--- config.mk ---
export PLATFORM = sky130hd
export DESIGN_NAME = bus_arbiter
export DESIGN_NICKNAME = d
export VERILOG_FILES = /design/src/rtl/bus_arbiter.sv
export SDC_FILE = /design/constraint.sdc
export NUM_CORES = 1
export LEC_CHECK = 0
export CAP_MARGIN = 40
export CORE_ASPECT_RATIO = 2
export CORE_MARGIN = 2
export CORE_UTILIZATION = 54
export CTS_CLUSTER_SIZE = 16
export DETAILED_ROUTE_END_ITERATION = 8
export PLACE_DENSITY = 0.91
export SLEW_MARGIN = 25
export SYNTH_ARGS = -nofsm -noshare
export SYNTH_HDL_FRONTEND = slang
export SYNTH_SLANG_ARGS = --single-unit
--- constraint.sdc ---
create_clock -name clk -period 2.5 [get_ports clk]
set_input_delay 0.25 -clock clk [delete_from_list [all_inputs] [get_ports clk]]
set_output_delay 0.25 -clock clk [all_outputs]
set_load 0.03 [all_outputs]
--- src/rtl/bus_arbiter.sv ---
// bus_arbiter: shares one downstream request port between the fetch and
// memory-access channels. Each channel has a one-deep pending slot. Grants
// alternate round-robin, and only one transaction is outstanding at a time.

// One requester's pending slot. "valid" means waiting for a grant. "busy"
// means the requester owns a request that has not yet completed downstream.
module bus_arbiter_slot #(
  parameter int REQ_W = 1
) (
  input  logic             clk,
  input  logic             rst,
  input  logic             req_en,
  input  logic [REQ_W-1:0] req_in,
  input  logic             complete,
  input  logic             grant,
  output logic             cand,
  output logic [REQ_W-1:0] cand_req,
  output logic             drop
);
  logic             valid_q, busy_q, busy_eff, accept;
  logic [REQ_W-1:0] req_q;

  // The completing owner is free again in its own response cycle.
  assign busy_eff = busy_q & ~complete;
  assign accept   = req_en & ~busy_eff;
  assign drop     = req_en & busy_eff;
  // A request arriving this cycle can be granted directly, bypassing the slot.
  assign cand     = valid_q | accept;
  assign cand_req = valid_q ? req_q : req_in;

  // Slot bookkeeping: load on accept, leave pending on grant, free on completion.
  always_ff @(posedge clk) begin
    if (rst) begin
      valid_q <= 1'b0;
      busy_q  <= 1'b0;
      req_q   <= '0;
    end else begin
      valid_q <= (valid_q | accept) & ~grant;
      busy_q  <= busy_eff | accept;
      if (accept) req_q <= req_in;
    end
  end
endmodule

module bus_arbiter #(
  parameter int ADDR_W = 32,
  parameter int DATA_W = 32
) (
  input  logic                clk,
  input  logic                rst,
  input  logic                fetch_request_enable,
  input  logic                freq_mode,
  input  logic [ADDR_W-1:0]   freq_addr,
  input  logic [DATA_W-1:0]   freq_wdata,
  input  logic [DATA_W/8-1:0] freq_wstrb,
  output logic                fetch_response_enable,
  output logic [DATA_W-1:0]   fresp_data,
  input  logic                mem_request_enable,
  input  logic                mreq_mode,
  input  logic [ADDR_W-1:0]   mreq_addr,
  input  logic [DATA_W-1:0]   mreq_wdata,
  input  logic [DATA_W/8-1:0] mreq_wstrb,
  output logic                mem_response_enable,
  output logic [DATA_W-1:0]   mresp_data,
  output logic                bus_request_enable,
  output logic                breq_mode,
  output logic [ADDR_W-1:0]   breq_addr,
  output logic [DATA_W-1:0]   breq_wdata,
  output logic [DATA_W/8-1:0] breq_wstrb,
  input  logic                bus_response_enable,
  input  logic [DATA_W-1:0]   bresp_data,
  output logic                protocol_error
);
  localparam int STRB_W  = DATA_W / 8;
  localparam int NUM_REQ = 2;  // index 0 = fetch, 1 = mem

  typedef enum logic {IDLE, WAIT} state_t;

  typedef struct packed {
    logic              mode;
    logic [ADDR_W-1:0] addr;
    logic [DATA_W-1:0] wdata;
    logic [STRB_W-1:0] wstrb;
  } req_t;

  state_t                    state_q, state_d;
  logic                      owner_q, last_grant_q, win, any_grant;
  req_t                      breq_q;
  req_t [NUM_REQ-1:0]        in_req, cand_req;
  logic [NUM_REQ-1:0]        req_en, cand, complete, grant, drop;

  assign req_en    = {mem_request_enable, fetch_request_enable};
  assign in_req[0] = {freq_mode, freq_addr, freq_wdata, freq_wstrb};
  assign in_req[1] = {mreq_mode, mreq_addr, mreq_wdata, mreq_wstrb};

  for (genvar i = 0; i < NUM_REQ; i++) begin : g_slot
    bus_arbiter_slot #(.REQ_W($bits(req_t))) u_slot (
      .clk      (clk),
      .rst      (rst),
      .req_en   (req_en[i]),
      .req_in   (in_req[i]),
      .complete (complete[i]),
      .grant    (grant[i]),
      .cand     (cand[i]),
      .cand_req (cand_req[i]),
      .drop     (drop[i])
    );
  end

  // Completion of the outstanding transaction, steered to its owner.
  assign complete = (state_q == WAIT && bus_response_enable)
                    ? (owner_q ? 2'b10 : 2'b01) : 2'b00;

  // Grant point, round-robin pick, and next state.
  always_comb begin
    win       = 1'b0;
    any_grant = 1'b0;
    grant     = '0;
    state_d   = state_q;
    win       = (&cand) ? ~last_grant_q : cand[1];
    if (state_q == IDLE || bus_response_enable) any_grant = |cand;
    if (any_grant) grant = win ? 2'b10 : 2'b01;
    case (state_q)
      IDLE:    if (any_grant) state_d = WAIT;
      WAIT:    if (bus_response_enable) state_d = any_grant ? WAIT : IDLE;
      default: state_d = IDLE;
    endcase
  end

  // State, downstream issue registers, response steering, and error flag.
  always_ff @(posedge clk) begin
    if (rst) begin
      state_q               <= IDLE;
      owner_q               <= 1'b0;
      last_grant_q          <= 1'b0;
      breq_q                <= '0;
      bus_request_enable    <= 1'b0;
      fetch_response_enable <= 1'b0;
      mem_response_enable   <= 1'b0;
      fresp_data            <= '0;
      mresp_data            <= '0;
      protocol_error        <= 1'b0;
    end else begin
      state_q               <= state_d;
      bus_request_enable    <= any_grant;
      fetch_response_enable <= complete[0];
      mem_response_enable   <= complete[1];
      protocol_error        <= protocol_error | (|drop);
      if (any_grant) begin
        breq_q       <= cand_req[win];
        owner_q      <= win;
        last_grant_q <= win;
      end
      if (complete[0]) fresp_data <= bresp_data;
      if (complete[1]) mresp_data <= bresp_data;
    end
  end

  assign breq_mode  = breq_q.mode;
  assign breq_addr  = breq_q.addr;
  assign breq_wdata = breq_q.wdata;
  assign breq_wstrb = breq_q.wstrb;
endmodule

==> insert_results.sql, run 1 <==
INSERT INTO impl_metrics (metric_group, metric, value, unit) VALUES
('run_status', 'run_status', 'finished, violations left', ''),
('run_status', 'failed_checks', 'DRC', ''),
('clocking', 'cts_root_buffer', 'clkbuf_16', ''),
('pwr', 'cellPowerDensity', '665.1', 'nW/um^2'),
('placed_design', 'dpl_cell_area', '16340', 'um^2'),
('detailed_routing', 'wl_met3', '3452', 'um'),
('detailed_routing', 'average_wire_per_cell_in_the_routed_design', '20.41', 'um'),
('detailed_routing', 'detail_route.first_pass.iterations', '9', ''),
('pwr', 'ir_drop', '0.0005923', 'V'),
('sta', 'measured_slew_at_the_worst_slew_check_pin', '0.8340', 'ns'),
('synthesis', 'synth-simple-area-share', '16.66', '%'),
('detailed_routing', 'drt_iter0_drc', '1140', ''),
('clocking', 'maximum_level_of_the_cts_h_tree', '1', ''),
('die', 'core', '23820', 'um^2'),
('synthesis', 'synth.area.mux_share', '11.22', '%'),
('die', 'die_w', '114.1', 'um'),
('synthesis', 'syn_area', '13090', 'um^2'),
('setup_path', 'startpoint_type', 'register', ''),
('synthesis', 'post_synth_fa_ha_maj_area_fraction', '0', '%'),
('hold_path', 'timing.hold.worst.class', 'in2reg', ''),
('clocking', 'clock_path_buffers', '3', ''),
('pwr', 'power.static_leakage', '5.770', 'nW'),
('final_layout', 'area_of_combinational_cells_with_multiple_inputs', '6564', 'um^2'),
('synthesis', 'synth_cell_type_count', '38', ''),
('final_layout', 'area.growth.synth_to_final', '31.04', '%'),
('final_layout', 'finalNonFillerCells', '2095', ''),
('clocking', 'worst_skew_pair.late_latency', '0.53', 'ns'),
('final_layout', 'layout.nets', '1958', ''),
('grt', 'grt_start_max_net_pins', '146', ''),
('setup_path', 'critPathArrivalTime', '2.43', 'ns'),
('synthesis', 'yosys-top-cells-count', 'nand2_1 (405), dfxtp_1 (281), a21oi_1 (205)', ''),
('detailed_routing', 'drtAntennaViolNets', '0', ''),
('die', 'die_height', '224.2', 'um'),
('sta', 'minimum_setup_slack_in_the_final_design', '0.4964', 'ns'),
('synthesis', 'synth_top_family_by_area', 'compound AO/OA/AOI/OAI gates', ''),
('detailed_routing', 'vias', '12830', ''),
('run', 'drv_cap', '0', ''),
('setup_path', 'timing.critical_path.required', '2.93', 'ns'),
('sta', 'rsz_0062_raised_after_global_routing', 'false', ''),
('clocking', 'post_cts_buffers', '0', ''),
('placed_design', 'place.port_buffers', '311', ''),
('synthesis', 'synthDominantAreaCellType', 'dfxtp_1', ''),
('sta', 'slew_violations', '0', ''),
('clocking', 'numCtsBuffers', '25', ''),
('detailed_routing', 'number_of_remaining_drc_errors', '1', ''),
('detailed_routing', 'detail_route.vias_per_cell', '6.125', ''),
('synthesis', 'synth_seq_area_share', '42.99', '%'),
('synthesis', 'yosys_warnings', '0', ''),
('detailed_routing', 'detailed_routing_wirelength_on_met1', '14900', 'um'),
('synthesis', 'post_synth_xor_xnor_area', '0', '%'),
('synthesis', 'fraction_of_registers_with_async_set_reset', '0', '%'),
('final_layout', 'filler_cell_count', '1722', ''),
('setup_path', 'cp-end-kind', 'register', ''),
('final_layout', 'post_route_cells_drive_above_1_share', '9.389', '%'),
('synthesis', 'syn-mean-instance-area', '8.362', 'um^2'),
('grt', 'initial_antenna_violation_count', '8', ''),
('synthesis', 'synth_enable_flop_cells', '0', ''),
('synthesis', 'synth.top_cell.area_share', '42.99', '%'),
('placed_design', 'place_worst_setup_slack', '0.3082', 'ns'),
('placed_design', 'routabilityCongestion', '0.8483', ''),
('clocking', 'numClockSinks', '281', ''),
('die', 'ios', '312', ''),
('placed_design', 'detailedPlacementHpwl', '26890', 'um'),
('final_layout', 'stdcell_area', '17150', 'um^2'),
('die', 'std_cell_rows', '80', ''),
('clocking', 'tritoncts', 'done', ''),
('sta', 'fin_skew', '0.008472', 'ns'),
('setup_path', 'reg2reg_setup_slack', '0.50', 'ns'),
('sta', 'worst_slew_margin_rel', '44.40', '%'),
('synthesis', 'yosys_register_bits', '281', ''),
('clocking', 'clk_pin_slew', '0.07', 'ns');
cell families after synthesis:
logic type | Yosys count
AND/OR/NAND/NOR | 494
AO/OA/AOI/OAI | 426
flip-flops | 281
buffers and inverters | 226
multiplexers | 138
registers in the layout (all words and copies together) (netlist names), 2 cells and up:
register               count
g_slot.u_slot.req_q      138
breq_wstrb                 4
breq_wdata                32
mresp_data                32
breq_addr                 32
g_slot.u_slot.busy_q       2
fresp_data                32
g_slot.u_slot.valid_q      2
worst max-delay path, stage by stage (launching register included):
cell and delay [ns]:
dfxtp_4 0.55, buf_4 0.41, o21a_2 0.24, buf_4 0.35, o211ai_1 0.18, o311ai_1 0.14
what timing repair did:
item                       CTS  global route
hold endpoints to repair    10             0
setup endpoints to repair    0             0
hold buffers                 1             0
resized for setup            0             0
power breakdown:
group	internal (W)	leakage [nW]	switching, W
Combinational	0.00110	3.08	0.00151
Sequential	0.00481	2.31	0.000260
Clock	0.00205	0.389	0.00168
routing by layer:
layer | vias up | track usage [%]
li1 | 5895 | -
met1 | 6104 | 35.13
met2 | 677 | 57.10
met3 | 155 | 6.358
met4 | 0 | 19.43
met5 | - | 0
layout by cell type, fill, tap and decap left out, types with 3 or more instances in the layout:
cell and n:
o211ai_1 138, o311ai_2 10, nand2_1 405, clkdlybuf4s50_1 310, diode_2 8, inv_1 72, o311ai_0 9, dfxtp_1 278
nor2_1 6, clkbuf_8 8, dfxtp_4 3, a21oi_1 205, mux2i_1 69, mux2_2 69, clkinv_2 6, clkbuf_16 25
buf_12 12, buf_4 21, clkbuf_1 6, nand3b_1 69, o311ai_1 50
stage by stage:
| stage | utilization, % | power [W] | hold WS (ns) |
|---|---|---|---|
| 3_3_place_gp | 68.61 | 0.007651 | 0.4376 |
| 4_1_cts | 71.90 | 0.01140 | 0.2843 |
| 2_1_floorplan | - | 0.006589 | 0.3674 |
| 3_5_place_dp | 68.61 | 0.007723 | 0.4458 |
| 5_1_grt | 71.99 | 0.01179 | 0.2988 |
| 6_report | 71.99 | 0.01141 | 0.2880 |
cell type report:
class / count / area share [%]
Multi-Input combinational cell: 1058 / 38.28
Sequential cell: 281 / 32.87
Timing Repair Buffer: 345 / 20.55
Clock buffer: 38 / 4.341
Tap cell: 287 / 2.094
Inverter: 72 / 1.576
Clock inverter: 6 / 0.1751
Antenna cell: 8 / 0.1167
path summary, 6_finish.rpt:
path         cells past startpoint                               startpoint                                 endpoint
min                              3                           mreq_wdata[11]  g_slot[1].u_slot.req_q[15]$_SDFFE_PP0P_
min reg2reg                      2  g_slot[1].u_slot.req_q[51]$_SDFFE_PP0P_  g_slot[1].u_slot.req_q[51]$_SDFFE_PP0P_
max                              5                last_grant_q$_SDFFE_PP0P_              breq_wdata[12]$_SDFFE_PP0P_
max reg2reg                      5                last_grant_q$_SDFFE_PP0P_              breq_wdata[12]$_SDFFE_PP0P_
(Power assumes the default switching activity.)
==> inputs of run 2 (changes only) <==
CORE_UTILIZATION = 50   (was 54)
PLACE_DENSITY = 0.85   (was 0.91)
clock period = 2.1 ns   (was 2.5 ns; I/O delays follow)
==> insert_results.sql, run 2 (same netlist as run 1, synthesis figures left out) <==
INSERT INTO impl_metrics (metric_group, metric, value, unit) VALUES
('final_layout', 'area.growth.synth_to_final', '34.31', '%'),
('setup_path', 'worstPathMaxFanout', '2', ''),
('final_layout', 'most_common_library_cell_in_the_layout_ignoring_fill_and_taps', 'nand2_1', ''),
('hold_path', 'worstHoldStart', 'mreq_addr[11]', ''),
('setup_path', 'startpoint_type', 'register', ''),
('setup_path', 'worst-path-buf-inv', '1', ''),
('placed_design', 'detailedPlacementHpwl', '28020', 'um'),
('grt', 'grt-ovfl-total', '0', ''),
('setup_path', 'timing.critical_path.required', '1.89', 'ns'),
('detailed_routing', 'drtAntennaViolNets', '0', ''),
('final_layout', 'mostFrequentLayoutCells', 'nand2_1 (405), clkdlybuf4s50_1 (310), dfxtp_1 (278), a21oi_1 (205), o211ai_1 (138)', ''),
('hold_path', 'hold-path-endpoint', 'g_slot[1].u_slot.req_q[47]$_SDFFE_PP0P_', ''),
('final_layout', 'max_flop_register', 'g_slot.u_slot.req_q', ''),
('die', 'die_area', '27560', 'um^2'),
('die', 'die_w', '118.4', 'um'),
('clocking', 'numClockSinks', '281', ''),
('detailed_routing', 'number_of_remaining_drc_errors', '0', ''),
('pwr', 'power.static_leakage', '5.935', 'nW'),
('clocking', 'numCtsBuffers', '24', ''),
('final_layout', 'number_of_flip_flops_in_the_largest_register', '138', ''),
('setup_path', 'crit-reg2reg-launch', 'g_slot[0].u_slot.valid_q$_SDFF_PP0_', ''),
('detailed_routing', 'drt_iter0_drc', '1198', ''),
('setup_path', 'critPathTopFamily', 'buffers and inverters', ''),
('clocking', 'worst_skew_pair.late_latency', '0.54', 'ns'),
('run', 'drv_cap', '0', ''),
('setup_path', 'reg2regPathDepth', '5', ''),
('setup_path', 'crit_chain', 'clkdlybuf4s50_1', ''),
('sta', 'slew_violations', '0', ''),
('setup_path', 'critical-path-max-stage-delay', '0.71', 'ns'),
('detailed_routing', 'average_wire_per_cell_in_the_routed_design', '19.84', 'um'),
('clocking', 'clk_pin_slew', '0.07', 'ns'),
('placed_design', 'dp_cells', '2111', ''),
('die', 'ios', '312', ''),
('setup_path', 'timing.critical_path.depth', '1', ''),
('hold_path', 'hold_depth', '3', ''),
('final_layout', 'finalNonFillerCells', '2158', ''),
('sta', 'worst_slew_margin_rel', '66.40', '%'),
('die', 'initial_core_util', '50.81', '%'),
('final_layout', 'post_route_cells_drive_above_1_share', '10.14', '%'),
('setup_path', 'crit-reg2reg-capture', 'breq_addr[6]$_SDFFE_PP0P_', ''),
('clocking', 'post_cts_buffers', '0', ''),
('sta', 'min_period', '1.892', 'ns'),
('setup_path', 'critPathArrivalTime', '1.68', 'ns'),
('setup_path', 'worst-setup-path-type', 'reg2out', ''),
('final_layout', 'layout.nets', '1973', ''),
('die', 'std_cell_rows', '83', ''),
('clocking', 'post_cts_resized', '0', ''),
('hold_path', 'timing.hold.worst.class', 'in2reg', ''),
('sta', 'finalCritPeriodShare', '90.11', '%'),
('clocking', 'tritoncts', 'done', ''),
('run_status', 'run_status', 'completed', ''),
('grt', 'initial_antenna_violation_count', '4', ''),
('sta', 'setup_viol_count_final', '0', ''),
('detailed_routing', 'detail_route.vias_per_cell', '5.894', ''),
('final_layout', 'layout.core_utilization', '68.24', '%'),
('setup_path', 'cp-end-kind', 'output port', ''),
('setup_path', 'reg2reg_setup_slack', '0.24', 'ns'),
('placed_design', 'place.port_buffers', '311', ''),
('sta', 'rsz_0062_raised_after_global_routing', 'false', ''),
('pwr', 'ir_drop', '0.0006303', 'V'),
('clocking', 'cts_root_buffer', 'clkbuf_16', ''),
('grt', 'grt_pass1_wl', '67300', 'um'),
('clocking', 'clock_path_buffers', '3', ''),
('grt', 'grt_start_max_net_pins', '90', ''),
('placed_design', 'routabilityCongestion', '0.8746', ''),
('sta', 'measured_slew_at_the_worst_slew_check_pin', '0.5040', 'ns'),
('detailed_routing', 'totalWireLength', '42820', 'um'),
('clocking', 'maximum_level_of_the_cts_h_tree', '1', ''),
('detailed_routing', 'vias', '12720', ''),
('die', 'die_height', '232.8', 'um'),
('detailed_routing', 'detail_route.first_pass.iterations', '7', ''),
('sta', 'achievable-frequency', '528.5', 'MHz'),
('grt', 'via_count_of_the_first_global_routing_pass', '12830', ''),
('setup_path', 'critPathSlowestCell', 'clkdlybuf4s50_1', ''),
('grt', 'grtUsageTotal', '30.01', '%'),
('sta', 'fin_skew', '0.01051', 'ns'),
('pwr', 'cellPowerDensity', '805.7', 'nW/um^2'),
('die', 'core', '25750', 'um^2'),
('clocking', 'cts-hold-fix-buffers', '1', ''),
('sta', 'final-hold-violation-count', '0', '');
==> run 2: worst max-delay path by stage <==
| stage | from | endpoint | slack, ns |
|---|---|---|---|
| after global placement | bus_response_enable | breq_mode$_SDFFE_PP0P_ | -0.01 |
| final | breq_addr[25]$_SDFFE_PP0P_ | breq_addr[25] | 0.21 |
| after CTS | breq_addr[21]$_SDFFE_PP0P_ | breq_addr[21] | 0.20 |
| after floorplan | g_slot[1].u_slot.valid_q$_SDFF_PP0_ | breq_addr[21]$_SDFFE_PP0P_ | 0.35 |
| after global routing | g_slot[0].u_slot.valid_q$_SDFF_PP0_ | breq_addr[6]$_SDFFE_PP0P_ | 0.17 |
| after detailed placement | bus_response_enable | breq_wdata[27]$_SDFFE_PP0P_ | -0.07 |
==> run 2: power by group <==
group	switching [W]	leakage, nW	internal, W
sequential	0.000283	2.31	0.00573
combinational	0.00183	3.21	0.00139
clock	0.00204	0.422	0.00288
total	0.00416	5.94	0.0100
==> run 2: per-stage QoR <==
| stage | setup TNS, ns | instance area, um^2 | total power [W] | setup slack [ns] | hold slack, ns |
|---|---|---|---|---|---|
| 6_report | 0 | 17580 | 0.01416 | 0.2077 | 0.2454 |
| 2_1_floorplan | 0 | 13090 | 0.007844 | 0.3480 | 0.3274 |
| 4_1_cts | 0 | 17570 | 0.01421 | 0.2049 | 0.2274 |
| 5_1_grt | 0 | 17580 | 0.01464 | 0.1716 | 0.2516 |
| 3_5_place_dp | -0.9932 | 16690 | 0.009301 | -0.07136 | 0.4450 |
| 3_3_place_gp | -0.01151 | 16690 | 0.009221 | -0.01151 | 0.4376 |
==> run 2: cell type report <==
cell class / count / area, um^2
repair buffers: 361 / 3807
inverters: 72 / 270.3
fillers: 2011 / 8179
clock buffers: 36 / 726.9
clock inverters: 6 / 135.1
well taps: 340 / 425.4
diodes: 4 / 10.01
flip-flops and latches: 281 / 5637
multi-input cells: 1058 / 6564
==> run 2: tightest hold or removal path, delay by kind of cell <==
kind            cells  cell delay (ns)
compound gates      1             0.05
buf+inv             1             0.41
simple gates        1             0.06
==> run 2: metal layers <==
layer / vias up / global-route usage, % / part of all wire (%)
li1: 5929 / - / -
met4: 0 / 18.01 / 5.8
met1: 6042 / 32.52 / 36
met5: - / 0 / 0
met3: 137 / 5.294 / 6.9
met2: 611 / 54.06 / 51
